===== src/rtl/mult_div_unit.sv =====
// Iterative one-bit-per-cycle multiply (shift-add) / restoring divide engine producing a {Hi, Lo} pair.
// Optional signed support is compiled in when MULTDIV_SIGNED_EN is defined (op[1] then selects signed).
module mult_div_unit #(
  parameter int WIDTH = 32
) (
  input  logic                 clk,
  input  logic                 reset,
  input  logic                 start,
  input  logic [1:0]           op,
  input  logic [WIDTH-1:0]     SrcA,
  input  logic [WIDTH-1:0]     SrcB,
  output logic                 busy,
  output logic                 done,
  output logic [2*WIDTH-1:0]   MultAns
);

  // Handshake: start is accepted on an edge only in IDLE or DONE (dropped otherwise); busy is high from the
  // accepting edge through the FIX cycle; done is a one-cycle pulse with MultAns valid, and MultAns holds
  // until the next FIX.
  localparam int CW = $clog2(WIDTH);

  typedef enum logic [1:0] {S_IDLE, S_CALC, S_FIX, S_DONE} state_t;

  state_t               state;
  logic [CW-1:0]        count;
  logic [2*WIDTH-1:0]   acc;
  logic [WIDTH-1:0]     opb;
  logic [WIDTH-1:0]     dividend;
  logic                 is_div;
  logic                 div_zero;
  logic                 neg_hi;
  logic                 neg_lo;
  logic                 signed_op;

`ifdef MULTDIV_SIGNED_EN
  assign signed_op = op[1];
`else
  logic unused_op_msb;
  assign unused_op_msb = op[1];
  assign signed_op     = 1'b0;
`endif

  logic [WIDTH-1:0] mag_a, mag_b;
  assign mag_a = (signed_op && SrcA[WIDTH-1]) ? -SrcA : SrcA;
  assign mag_b = (signed_op && SrcB[WIDTH-1]) ? -SrcB : SrcB;

  // Multiply step: conditional add into the upper half keeps its carry, then the whole register shifts right.
  logic [WIDTH:0]       add_sum;
  logic [2*WIDTH-1:0]   mult_next;
  assign add_sum   = {1'b0, acc[2*WIDTH-1:WIDTH]} + {1'b0, opb};
  assign mult_next = acc[0] ? {add_sum, acc[WIDTH-1:1]} : {1'b0, acc[2*WIDTH-1:1]};

  // Divide step: the shifted remainder needs WIDTH+1 bits, plus one more bit to expose the borrow.
  logic [WIDTH+1:0]     trial;
  logic [2*WIDTH-1:0]   div_next;
  assign trial    = {1'b0, acc[2*WIDTH-1:WIDTH-1]} - {2'b0, opb};
  assign div_next = trial[WIDTH+1] ? {acc[2*WIDTH-2:0], 1'b0}
                                   : {trial[WIDTH-1:0], acc[WIDTH-2:0], 1'b1};

  logic [2*WIDTH-1:0]   fix_ans;
  logic [WIDTH-1:0]     quot, rem;
  always_comb begin
    quot    = acc[WIDTH-1:0];
    rem     = acc[2*WIDTH-1:WIDTH];
    fix_ans = neg_hi ? -acc : acc;
    if (is_div) begin
      if (neg_hi) quot = -quot;
      if (neg_lo) rem  = -rem;
      fix_ans = div_zero ? {{WIDTH{1'b1}}, dividend} : {quot, rem};
    end
  end

  always_ff @(posedge clk) begin
    if (reset) begin
      state    <= S_IDLE;
      busy     <= 1'b0;
      done     <= 1'b0;
      MultAns  <= '0;
      count    <= '0;
      acc      <= '0;
      opb      <= '0;
      dividend <= '0;
      is_div   <= 1'b0;
      div_zero <= 1'b0;
      neg_hi   <= 1'b0;
      neg_lo   <= 1'b0;
    end else begin
      case (state)
        S_IDLE, S_DONE: begin
          done <= 1'b0;
          if (start) begin
            state    <= S_CALC;
            busy     <= 1'b1;
            count    <= CW'(WIDTH - 1);
            acc      <= {{WIDTH{1'b0}}, mag_a};
            opb      <= mag_b;
            dividend <= SrcA;
            is_div   <= op[0];
            div_zero <= (SrcB == '0);
            neg_hi   <= signed_op & (SrcA[WIDTH-1] ^ SrcB[WIDTH-1]);
            neg_lo   <= signed_op & SrcA[WIDTH-1];
          end else begin
            state <= S_IDLE;
          end
        end
        S_CALC: begin
          acc   <= is_div ? div_next : mult_next;
          count <= count - CW'(1);
          if (count == '0) state <= S_FIX;
        end
        S_FIX: begin
          MultAns <= fix_ans;
          done    <= 1'b1;
          busy    <= 1'b0;
          state   <= S_DONE;
        end
        default: state <= S_IDLE;
      endcase
    end
  end

endmodule

===== config.mk =====
export PLATFORM = sky130hd
export DESIGN_NAME = mult_div_unit
export DESIGN_NICKNAME = d
export VERILOG_FILES = /design/src/rtl/mult_div_unit.sv
export SDC_FILE = /design/constraint.sdc
export NUM_CORES = 1
export LEC_CHECK = 0
export CAP_MARGIN = 20
export CORE_ASPECT_RATIO = 1.75
export CORE_UTILIZATION = 62
export CTS_CLUSTER_DIAMETER = 100
export DETAILED_ROUTE_END_ITERATION = 8
export PLACE_DENSITY_LB_ADDON = 0.3
export SLEW_MARGIN = 15
export SYNTH_ARGS = -nofsm -noshare
export SYNTH_HDL_FRONTEND = slang
export SYNTH_SLANG_ARGS = --single-unit

===== constraint.sdc =====
create_clock -name clk -period 8.9 [get_ports clk]
set_input_delay 1.78 -clock clk [delete_from_list [all_inputs] [get_ports clk]]
set_output_delay 1.78 -clock clk [all_outputs]
set_load 0.02 [all_outputs]

---- Word-level counts from Yosys, hierarchy flattened ----
Cells that the tools add are included.
word-level totals
  register bits after elaboration ......... 203
  output and inout port bits .............. 66
  logic and storage cells ................. 42
cells by class
  add/sub/neg operators ................... 3
  equal/unequal tests ..................... 5
  multiplexer cells ....................... 15
  reduce and logical (&&, ||, !) cells .... 9
operators by type and width
  cell                 number
  $mux 64              6
  $pmux 64 s2          1
  $sub 33x32->34       1
  $add 32x32->33       1
  $logic_not 32->1     1
  $pmux 5 s2           1
  $pmux 2 s3           1
  $reduce_and 2->1     3
  $logic_not 5->1      1
  $mux 5               1
  $sub 5x1->5 const B  1
  $eq 2x2->1 const B   2
  $ne 2x2->1 const B   2
  $pmux 1 s2           2
  $reduce_bool 2->1    2
  $eq 2x1->1 const B   1
  $logic_not 2->1      1
  $mux 1               2
  $mux 2               1
  $reduce_or 2->1      1

---- Depth between registers and ports, before layout ----
Gate-level depths: netlist of run 1.
  depth after elaboration ................. 4
  gate-level depth with buffers ........... 15

---- Worst setup path after synthesis of run 1 ----
Ideal clock, no wire load.
  path type ............................... input to register
  start ................................... input port start
  end ..................................... register acc[59]
  library setup time ...................... 74 ps
  arrival time ............................ 3,100 ps
  required time ........................... 8,826 ps
  path slack .............................. 5,726 ps
  stages on the path ...................... 6
  cell sequence ........................... nand2b_1 -> nand2_1 -> or2_2 -> clkbuf_1 -> or4_1 -> a31oi_1
between the ends
  longest elaborated chain between the ends .. 2
ends and longest elaborated chain
  item                               RTL line  RTL
  start, declared                    8         input logic start,
  $ne 2x2->1 (no source line)        -
  $reduce_and 2->1 (no source line)  -
  end signal, assigned               95        acc <= {{WIDTH{1'b0}}, mag_a};
  end signal, assigned               107       acc <= is_div ? div_next : mult_next;
  end, declared                      26        logic [2*WIDTH-1:0] acc;
Every way passes these cells.
A chain may end at the register's enable or synchronous reset.

---- Final worst setup path of run 1 ----
  start ................................... register acc[47]
  end ..................................... register acc[0]
between the ends
  longest elaborated chain between the ends .. 4
ends and longest elaborated chain
  item            RTL line  RTL
  $sub 33x32->34  56        assign trial = {1'b0, acc[2*WIDTH-1:WIDTH-1]} - {2'b0, opb};
  $mux 64         57        assign div_next = trial[WIDTH+1] ? {acc[2*WIDTH-2:0], 1'b0}
  $mux 64         107
  $pmux 64 s2     88        case (state)
Every way passes these cells.

==> results of run 1 <==
==> metal layers <==
metal  part of all wire  track usage  up-vias
li1                   -            -     6123
met1               0.38        0.411     6094
met2               0.50        0.649      540
met3              0.060       0.0443      153
met4              0.056        0.215        0
met5                  0            0        -
==> synth_stat cells, types with 3 or more instances <==
master,n
a211o_1,3
a211oi_1,53
a21boi_0,4
a21o_1,27
a21oi_1,249
a221o_1,6
a221oi_1,3
a22o_1,7
a22oi_1,3
a31o_2,4
a31oi_1,14
a32o_1,5
a32oi_1,3
and2_1,6
and3_1,7
buf_1,16
buf_2,4
clkbuf_1,96
dfxtp_1,203
ha_1,69
inv_1,54
mux2i_1,87
nand2_1,291
nand2b_1,10
nand3_1,21
nand3b_1,3
nand4_1,9
nor2_1,134
nor2b_1,6
nor3_1,10
nor4_1,9
o211ai_1,42
o21a_1,10
o21ai_0,55
o21ai_1,5
o21bai_1,7
o221ai_1,34
o31ai_1,6
or3_1,6
or4_1,3
xnor2_1,26
xor2_1,18
==> registers in the layout (all words and copies together) (netlist names) <==
| signal | count |
|---|---|
| acc | 64 |
| is_div | 1 |
| busy | 1 |
| div_zero | 1 |
| done | 1 |
| count | 5 |
| state | 2 |
| opb | 32 |
| dividend | 32 |
| MultAns | 64 |
==> kinds of logic (layout without fill, tap and decap cells) <==
kind of cell / Yosys count / after routing / share of synthesized area
buffers and inverters: 177 / 241 / 0.0539
AOI/OAI and AO/OA: 563 / 563 / 0.282
DFF: 203 / 203 / 0.319
and+or+nand+nor: 524 / 524 / 0.173
xor gates and xnor gates: 44 / 44 / 0.0303
muxes: 89 / 89 / 0.0702
adders and majority gates: 71 / 71 / 0.0710
==> worst max-delay path, cell delays in order, from the launching register on <==
cell and delay [ps]:
dfxtp_1 430, ha_1 500, and4_1 290, and2_1 160, and3_1 160, nand3_1 140
a31oi_2 330, a31oi_1 200, o41ai_4 860, buf_4 550, nor2_1 60, or3_1 330
a221oi_2 230
==> area by class of cell <==
class                   count  area [sq um]  share of cell area
inverters                  57           214              0.0145
multi-input cells        1291          8000               0.544
repair buffers            149          1450              0.0985
flip-flops and latches    203          4070               0.277
clock inverters             6          70.1             0.00476
well taps                 248           310              0.0211
clock buffers              29           596              0.0405
==> worst min path at each step <==
stage / from / end / slack, ps / cells past startpoint
global placement: dividend[8] / dividend[8] / 440 / 2
CTS: dividend[30] / dividend[30] / 460 / 2
detailed placement: dividend[30] / dividend[30] / 450 / 2
floorplan: dividend[0] / dividend[0] / 440 / 2
global route: dividend[10] / dividend[10] / 480 / 2
finish: dividend[23] / dividend[23] / 460 / 2
==> per-stage QoR <==
step / hold slack, ps / std cells / cell area (sq um)
5_1_grt: 480 / 1983 / 14700
3_5_place_dp: 446 / 1948 / 14000
3_3_place_gp: 441 / 1948 / 14000
6_report: 455 / 1983 / 14700
4_1_cts: 455 / 1983 / 14700
2_1_floorplan: 436 / 1671 / 12700
==> power by group through the flow <==
stage	sequential (mW)	clock (mW)	combinational [mW]
floorplan	1.24	0	1.23
global placement	1.26	0	1.64
detailed placement	1.27	0	1.68
CTS	1.25	0.873	1.69
global route	1.27	0.910	1.87
finish	1.25	0.868	1.71
==> metrics, run 1 <==
Setup crit start=acc[47]; Avg Cell Area, Syn=7.62 sq um; placer congestion estimate=0.929; Distinct cells, synth=71; drc violations=0; register clock-pin slew on the reported worst setup and hold paths=70 ps; commonest cells after routing, fill and taps aside=nand2_1, a21oi_1, dfxtp_1; Max VDD drop=0.322 mV; Slew headroom=0.318; top cells by area, synth=dfxtp_1, a21oi_1, nand2_1; Final setup viols=0; most common cell after layout, fill and taps aside=nand2_1; biggest area consumer among synthesized cells=dfxtp_1; Avg WL per Cell=19.7 um; ys async rst share=0; number of synthesized register bits=203; Sequential Power Share=0.327; All-Layer GR Usage=0.367; DR pass1 iterations=7; initial core utilization=0.630; first-pass GRT wire length=60.9 mm; Vias/cell=6.51; post-route clock skew=14.6 ps; required time of the critical path=between 9000 and 10,000 ps; endpoints failing hold=0; largest net degree at the start of global routing=99; top-area cell type share of the netlist area=0.319; Longest Clk Path Bufs=3; mapped cell area=roughly 13,000 sq um; TNS Setup=0 ps; CTS tree=built; Slew @ Worst Pin=1020 ps; combinational power share=0.447; standard-cell row count=between 60 and 70; post-synthesis sequential area ratio=0.319; Worst Setup End Kind=flip-flop; overall power=3.83 mW; Synth Instances=1,671; Clock Latency Late Sink=510 ps; flop-to-flop setup slack=4540 ps; WS Path Type=reg2reg; Setup crit end=acc[0]; power share of the clock group=0.226; RR Endpoint=acc[0]; clk sinks=203; Max Cap Viol=0; Area Growth Syn to Fin=15.6%; PostCTS Resize Cnt=0; max-slew violations=0; Fillers=1,659; final WL=a little under 40 mm; cts hold-fix bufs=0; Pwr Density=~260 nW/um^2; via count=approximately 13k; layout cells sized above 1=0.0398; Place WS=4360 ps; Tmin final=4360 ps; Port Buf Inserts=133; worst r2r src=acc[47]; Num CTS Buffers=20; top_reg_cell synth=dfxtp_1; Switch Pwr=1.62 mW; Switching Fraction=0.423; post-DP HPWL=27.2 mm; clock root buffer=clkbuf_16; worst-path fanout max=33; worst min path class=reg2reg; die footprint=about 21,000 sq um; status=complete, no violations; syn_nets=1,811; Critical Path AT=around 4800 ps; RSZ-0062 raised after global routing=no; Synth warnings=0; core area=20,200 sq um; Internal Power=2.21 mW; min setup slack post-route=4540 ps; htree depth=1; number of antenna violations at the first check in global routing=0; EDFF count, synth=0; Final Cycle Share=0.490; ANT nets after route=0; vias in the first global route=12.3k; Die X=110 um; R2R cell count=12; Diodes inserted=0; Ports=135; grt total ovfl=0; fin nets=1,862; setup bufs post-CTS=0; Worst Setup Start Kind=flip-flop; Pleak=5.38 nW; Max Freq=229 MHz; Core Util, Final=0.728; Initial DRC Count=between 1k and 1.5k; die height=192 um
Power figures use the tool's default switching activity.
==> run 2: changes to the inputs <==
Settings changed: CORE_UTILIZATION 62 to 58.
Clock period 8.9 ns to 4.6 ns, I/O delays scaled along.
==> run 2 against run 1 <==
Net effect:
- worst hold slack improved by 0.93 ps
- clock skew hardly changed
- core utilization down 3.6 points
- via count fell by 0.85%
- cell count increased by 2.5%
- register-to-register slack worse by 3600 ps
- critical path depth decreased by 1
- critical endpoint is now acc[37]
==> metrics, run 2 (synthesized netlist as in run 1, its figures left out) <==
fin nets=1,870 (+0.43%); CP Depth=11 (-1); Port Buf Inserts=133 (unchanged); max-slew violations=0 (unchanged); Max Freq=271 MHz (+18%); initial core utilization=0.592 (-0.0380); Tmin final=3690 ps (-670 ps); worst min path class=reg2reg; min setup slack post-route=906 ps (-3630 ps); DR pass1 iterations=5 (-2); delay-heaviest family, CP=compound AO/OA/AOI/OAI gates; most common cell after layout, fill and taps aside=nand2_1; crit-path cells=ha_1 -> nand2_1 -> o21ai_0 -> nand3_1 -> a31oi_2 -> a31oi_1 -> o41ai_4 -> buf_12 -> mux2i_1 -> nand2_1 -> a32o_1; Place WS=1000 ps (-3360 ps); CP Buf/Inv Count=1 (unchanged); standard-cell row count=71 (+2.9%); grt total ovfl=0 (unchanged); placer congestion estimate=0.945 (+1.8%); most used cell, CP=nand2_1; All-Layer GR Usage=0.334 (-0.0325); Diodes inserted=0 (unchanged); Vias/cell=6.30 (-3.3%); Largest stage delay, worst path=500 ps (-360 ps); Ports=135 (unchanged); Slew @ Worst Pin=956 ps (-65.9 ps); number of antenna violations at the first check in global routing=0 (unchanged); WS Path Type=reg2reg; PostCTS Resize Cnt=0 (unchanged); worst-path fanout max=45 (+36%); placed insts=1,999 (+2.6%); CTS tree=built; die height=198 um (+3.4%); largest net degree at the start of global routing=92 (-7.1%); Core Util, Final=0.692 (-0.0360); core area=21,500 sq um (+6.4%); required time of the critical path=5000 ps (-4300 ps); Die X=114 um (+3.3%); first-pass GRT wire length=60.8 mm (-0.25%); WHS Path Cells=2 (unchanged); endpoints failing hold=0 (unchanged); Max Cap Viol=0 (unchanged); layout cells sized above 1=0.0431 (+0.00331); Avg WL per Cell=18.6 um (-5.4%); die footprint=22,600 sq um (+6.8%); Worst Setup Start Kind=flip-flop; setup bufs post-CTS=0 (unchanged); clk sinks=203 (unchanged); drc violations=0 (unchanged); Pleak=5.44 nW (+1.1%); post-route clock skew=14.4 ps (-0.242 ps); clock root buffer=clkbuf_16; Worst Setup End Kind=flip-flop; cts hold-fix bufs=0 (unchanged); Longest Clk Path Bufs=3 (unchanged); TNS Setup=0 ps (unchanged); commonest cells after routing, fill and taps aside=nand2_1, a21oi_1, dfxtp_1; Final setup viols=0 (unchanged); CP max-delay cell=o21ai_0; htree depth=1 (unchanged); register clock-pin slew on the reported worst setup and hold paths=70 ps (about the same); overall power=7.60 mW (+98%); Initial DRC Count=1,083 (-6.0%); via count=12.8k (-0.85%); R2R cell count=11 (-1); Largest regs=MultAns x64, acc x64; Max VDD drop=0.321 mV (-0.39%); post-route insts no fill=2,033 (+2.5%); Clock Latency Late Sink=500 ps (about the same); Critical Path AT=4090 ps (-670 ps); final WL=37.8 mm (-3.0%); Num CTS Buffers=21 (+5.0%); RSZ-0062 raised after global routing=no; post-DP HPWL=26.9 mm (-1.3%); Area Growth Syn to Fin=16.9%; status=complete, no violations; Pwr Density=511 nW/um^2 (+96%); vias in the first global route=12.1k (-1.6%); Final Cycle Share=0.803 (+0.313); ANT nets after route=0 (unchanged); Slew headroom=0.362 (+0.0440)
==> run 2: cell count changes in the layout (fill, tap and decap cells not counted), sizes merged <==
cell | before | now
bufinv | 1 | 5
inv | 55 | 57
buf | 17 | 24
clkinv | 7 | 5
clkbuf | 29 | 24
==> run 2: per-stage QoR <==
| step | area, sq um | hold slack (ps) |
|---|---|---|
| 5_1_grt | 14900 | 478 |
| 2_1_floorplan | 12700 | 436 |
| 4_1_cts | 14900 | 455 |
| 3_3_place_gp | 14200 | 441 |
| 3_5_place_dp | 14200 | 446 |
| 6_report | 14900 | 456 |
==> run 2: tightest hold or removal path, delay by kind of cell, from the launching register on <==
| family | cells | cell delay [ps] |
|---|---|---|
| flip-flops | 1 | 310 |
| AND/OR/NAND/NOR | 1 | 50 |
| AO/OA/AOI/OAI | 1 | 50 |
==> run 2: routing by layer <==
layer,share of wire,global-route usage,vias to the layer above
met1,0.39,0.392,6061
met5,0,0,-
met3,0.053,0.0266,118
met2,0.51,0.596,488
met4,0.053,0.181,0
li1,-,-,6133
==> run 2: path summary, 6_finish.rpt <==
kind / start / end / slack [ps]
max: acc[36] / acc[37] / 910
min: dividend[18] / dividend[18] / 460
max reg2reg: acc[36] / acc[37] / 910
min reg2reg: dividend[18] / dividend[18] / 460
==> run 2: area by class of cell <==
class | instances | area [sq um]
clock buffers | 24 | 537
clock inverters | 10 | 186
fillers | 1869 | 6620
inverters | 57 | 214
multi-input cells | 1291 | 7990
flip-flops and latches | 203 | 4070
well taps | 292 | 365
repair buffers | 156 | 1510
==> run 2: power by group <==
part	internal [mW]	switching, mW
logic	1.27	2.06
registers	2.08	0.339
clock network	1.12	0.733
total	4.47	3.14
==> run 3: changes to the inputs <==
Settings changed: CORE_UTILIZATION 58 to 52.
Clock period 4.6 ns to 3.3 ns, I/O delays scaled along.
==> run 3 against run 2 <==
Net effect:
- worst setup slack got worse by 820 ps
- total power rose by 47%
- cell count rose by 6.6%
- combinational power rose by 64%
- critical path type unchanged
- highest routed layer unchanged
==> metrics, run 3 (synthesized netlist as in run 1, its figures left out) <==
status=complete, no violations; max-slew violations=0 (unchanged); flop-to-flop setup slack=90 ps (-820 ps); uppermost layer routed=met4; met1 wire length=15.7 mm (+6.9%); Avg WL per Cell=19.2 um (+3.2%); Num CTS Buffers=21 (unchanged); TNS Setup=0 ps (unchanged); Slew @ Worst Pin=1030 ps (+73.6 ps); ANT nets after route=0 (unchanged); CP Buf/Inv Count=3 (+2); post-DP HPWL=29.6 mm (+10%); Largest regs=MultAns x64, acc x64; largest net degree at the start of global routing=97 (+5.4%); Pwr Density=699 nW/um^2 (+37%); via count=13.3k (+4.0%); clk sinks=203 (unchanged); RR Endpoint=acc[36]; final WL=41.6 mm (+10%); hold slack=454 ps (-1.72 ps); WHS Path Cells=2 (unchanged); Core Util, Final=0.663 (-0.0286); endpoints failing hold=0 (unchanged); combinational power share=0.491 (+0.053); Pleak=6.04 nW (+11%); All-Layer GR Usage=0.326 (-0.00851); required time of the critical path=3700 ps (-1300 ps); Tmin final=3210 ps (-483 ps); clock root buffer=clkbuf_16; Switch Pwr=4.67 mW (+49%); number of antenna violations at the first check in global routing=1 (+1); Worst Setup Start Kind=flip-flop; R2R cell count=13 (+2); Max VDD drop=0.487 mV (+52%); die height=209 um (+5.6%); Largest stage delay, worst path=390 ps (-110 ps); Max Cap Viol=0 (unchanged); min setup slack post-route=88.8 ps (-817 ps); CTS tree=built; Port Buf Inserts=133 (unchanged); Initial DRC Count=1,316 (+22%); Slew headroom=0.313 (-0.0491); worst min path class=reg2reg; Clock Latency Late Sink=520 ps (+20 ps); htree depth=1 (unchanged); Ports=135 (unchanged); WL met3=2.14 mm (+6.7%); core area=24,000 sq um (+12%); layout cells sized above 1=0.121 (+0.0780); fin nets=1,987 (+6.3%); initial core utilization=0.530 (-0.0622); Final setup viols=0 (unchanged); WS Path Type=reg2reg; sink of the worst hold path=dividend[30]; commonest cells after routing, fill and taps aside=nand2_1, a21oi_1, dfxtp_1; Switching Fraction=0.419 (+0.00672); most common cell after layout, fill and taps aside=nand2_1; Hold Startpoint=dividend[30]; vias in the first global route=12.6k (+4.7%); Max Freq=311 MHz (+15%); Worst Setup End Kind=flip-flop; routed wl met2=21.2 mm (+11%); Critical Path AT=3620 ps (-470 ps); Final Cycle Share=0.973 (+0.170); power share of the clock group=0.209 (-0.035); Vias/cell=6.14 (-2.5%); Internal Power=6.47 mW (+45%); Die X=120 um (+5.5%); standard-cell row count=75 (+5.6%); crit-path cells=buf_4 -> ha_1 -> a21oi_1 -> nor2b_1 -> nand2_1 -> a31oi_4 -> a31oi_2 -> o41ai_4 -> clkbuf_16 -> buf_8 -> mux2i_1 -> a21oi_1 -> a22o_1; DR pass1 iterations=5 (unchanged); Longest Clk Path Bufs=3 (unchanged); most used cell, CP=a21oi_1; Area Growth Syn to Fin=25.3%; drc violations=0 (unchanged); placer congestion estimate=0.978 (+3.4%); Place WS=-72.3 ps (-1070 ps); worst-path fanout max=9 (-80%); Sequential Power Share=0.300 (-0.018); delay-heaviest family, CP=compound AO/OA/AOI/OAI gates; post-route clock skew=15.9 ps (+1.50 ps); die footprint=25,100 sq um (+11%); Fillers=2,146 (+15%); grt total ovfl=0 (unchanged); worst r2r src=acc[39]; first-pass GRT wire length=65.1 mm (+7.2%); CP max-delay cell=o41ai_4; register clock-pin slew on the reported worst setup and hold paths=70 ps (about the same)
-- run 3: cell types whose count changed in the layout (fill, tap and decap cells not counted), moves of 4 or more --
cell	before	now
buf_4	23	132
bufinv_16	5	0
clkinvlp_4	0	4
dfxtp_1	201	193
dfxtp_2	1	9
ha_1	68	64
o21ai_0	54	50
-- run 3: what timing repair did --
| item | 4_1_cts | 5_1_grt |
|---|---|---|
| pin swaps | 1 | 12 |
| gates cloned | 0 | 2 |
| resized for setup | 4 | 41 |
| hold endpoints to repair | 0 | 0 |
| hold buffers | 0 | 0 |
| setup buffers | 0 | 10 |
| endpoints found under the setup margin | 12 | 27 |
-- run 3: worst max path at each step --
stage                  from  endpoint  slack (ps)  cells after the start
floorplan           acc[51]   acc[48]         350                     12
global placement    opb[15]   acc[59]         -70                     11
detailed placement  opb[15]   acc[59]         -70                     11
CTS                 acc[32]   acc[61]           6                     14
global route        acc[39]   acc[37]         -40                     13
finish              acc[39]   acc[36]          90                     13
-- run 3: cell type report --
cell class / instances / area, sq um / share of cell area
Inverter: 57 / 214 / 0.0134
Sequential cell: 203 / 4080 / 0.256
Antenna cell: 1 / 2.50 / 0.000157
Tap cell: 308 / 385 / 0.0242
Timing Repair Buffer: 273 / 2470 / 0.155
Multi-Input combinational cell: 1291 / 8140 / 0.511
Clock buffer: 27 / 599 / 0.0376
Clock inverter: 8 / 53.8 / 0.00338
-- run 3: worst min-delay path, delay by kind of cell, from the launching register on --
family / cells / cell delay (ps)
AO/OA/AOI/OAI: 1 / 50
flip-flops: 1 / 310
AND/OR/NAND/NOR: 1 / 50
-- run 3: through the flow --
stage | power, mW | std cells | area, sq um
finish | 11.1 | 2168 | 15900
global route | 11.8 | 2168 | 15900
CTS | 10.8 | 2156 | 15700
detailed placement | 8.49 | 2121 | 15000
global placement | 8.36 | 2121 | 15000
floorplan | 6.68 | 1671 | 12700
-- run 3: per-layer routing --
metal | up-vias | global-route usage
li1 | 6364 | -
met2 | 505 | 0.576
met1 | 6275 | 0.375
met5 | - | 0
met3 | 165 | 0.0297
met4 | 0 | 0.196
-- run 3: power by group through the flow --
stage,clock network (mW),logic [mW],registers (mW)
3_3_place_gp,0,5.00,3.37
5_1_grt,2.45,5.97,3.40
3_5_place_dp,0,5.11,3.38
6_report,2.33,5.47,3.34
2_1_floorplan,0,3.32,3.36
4_1_cts,2.36,5.14,3.33
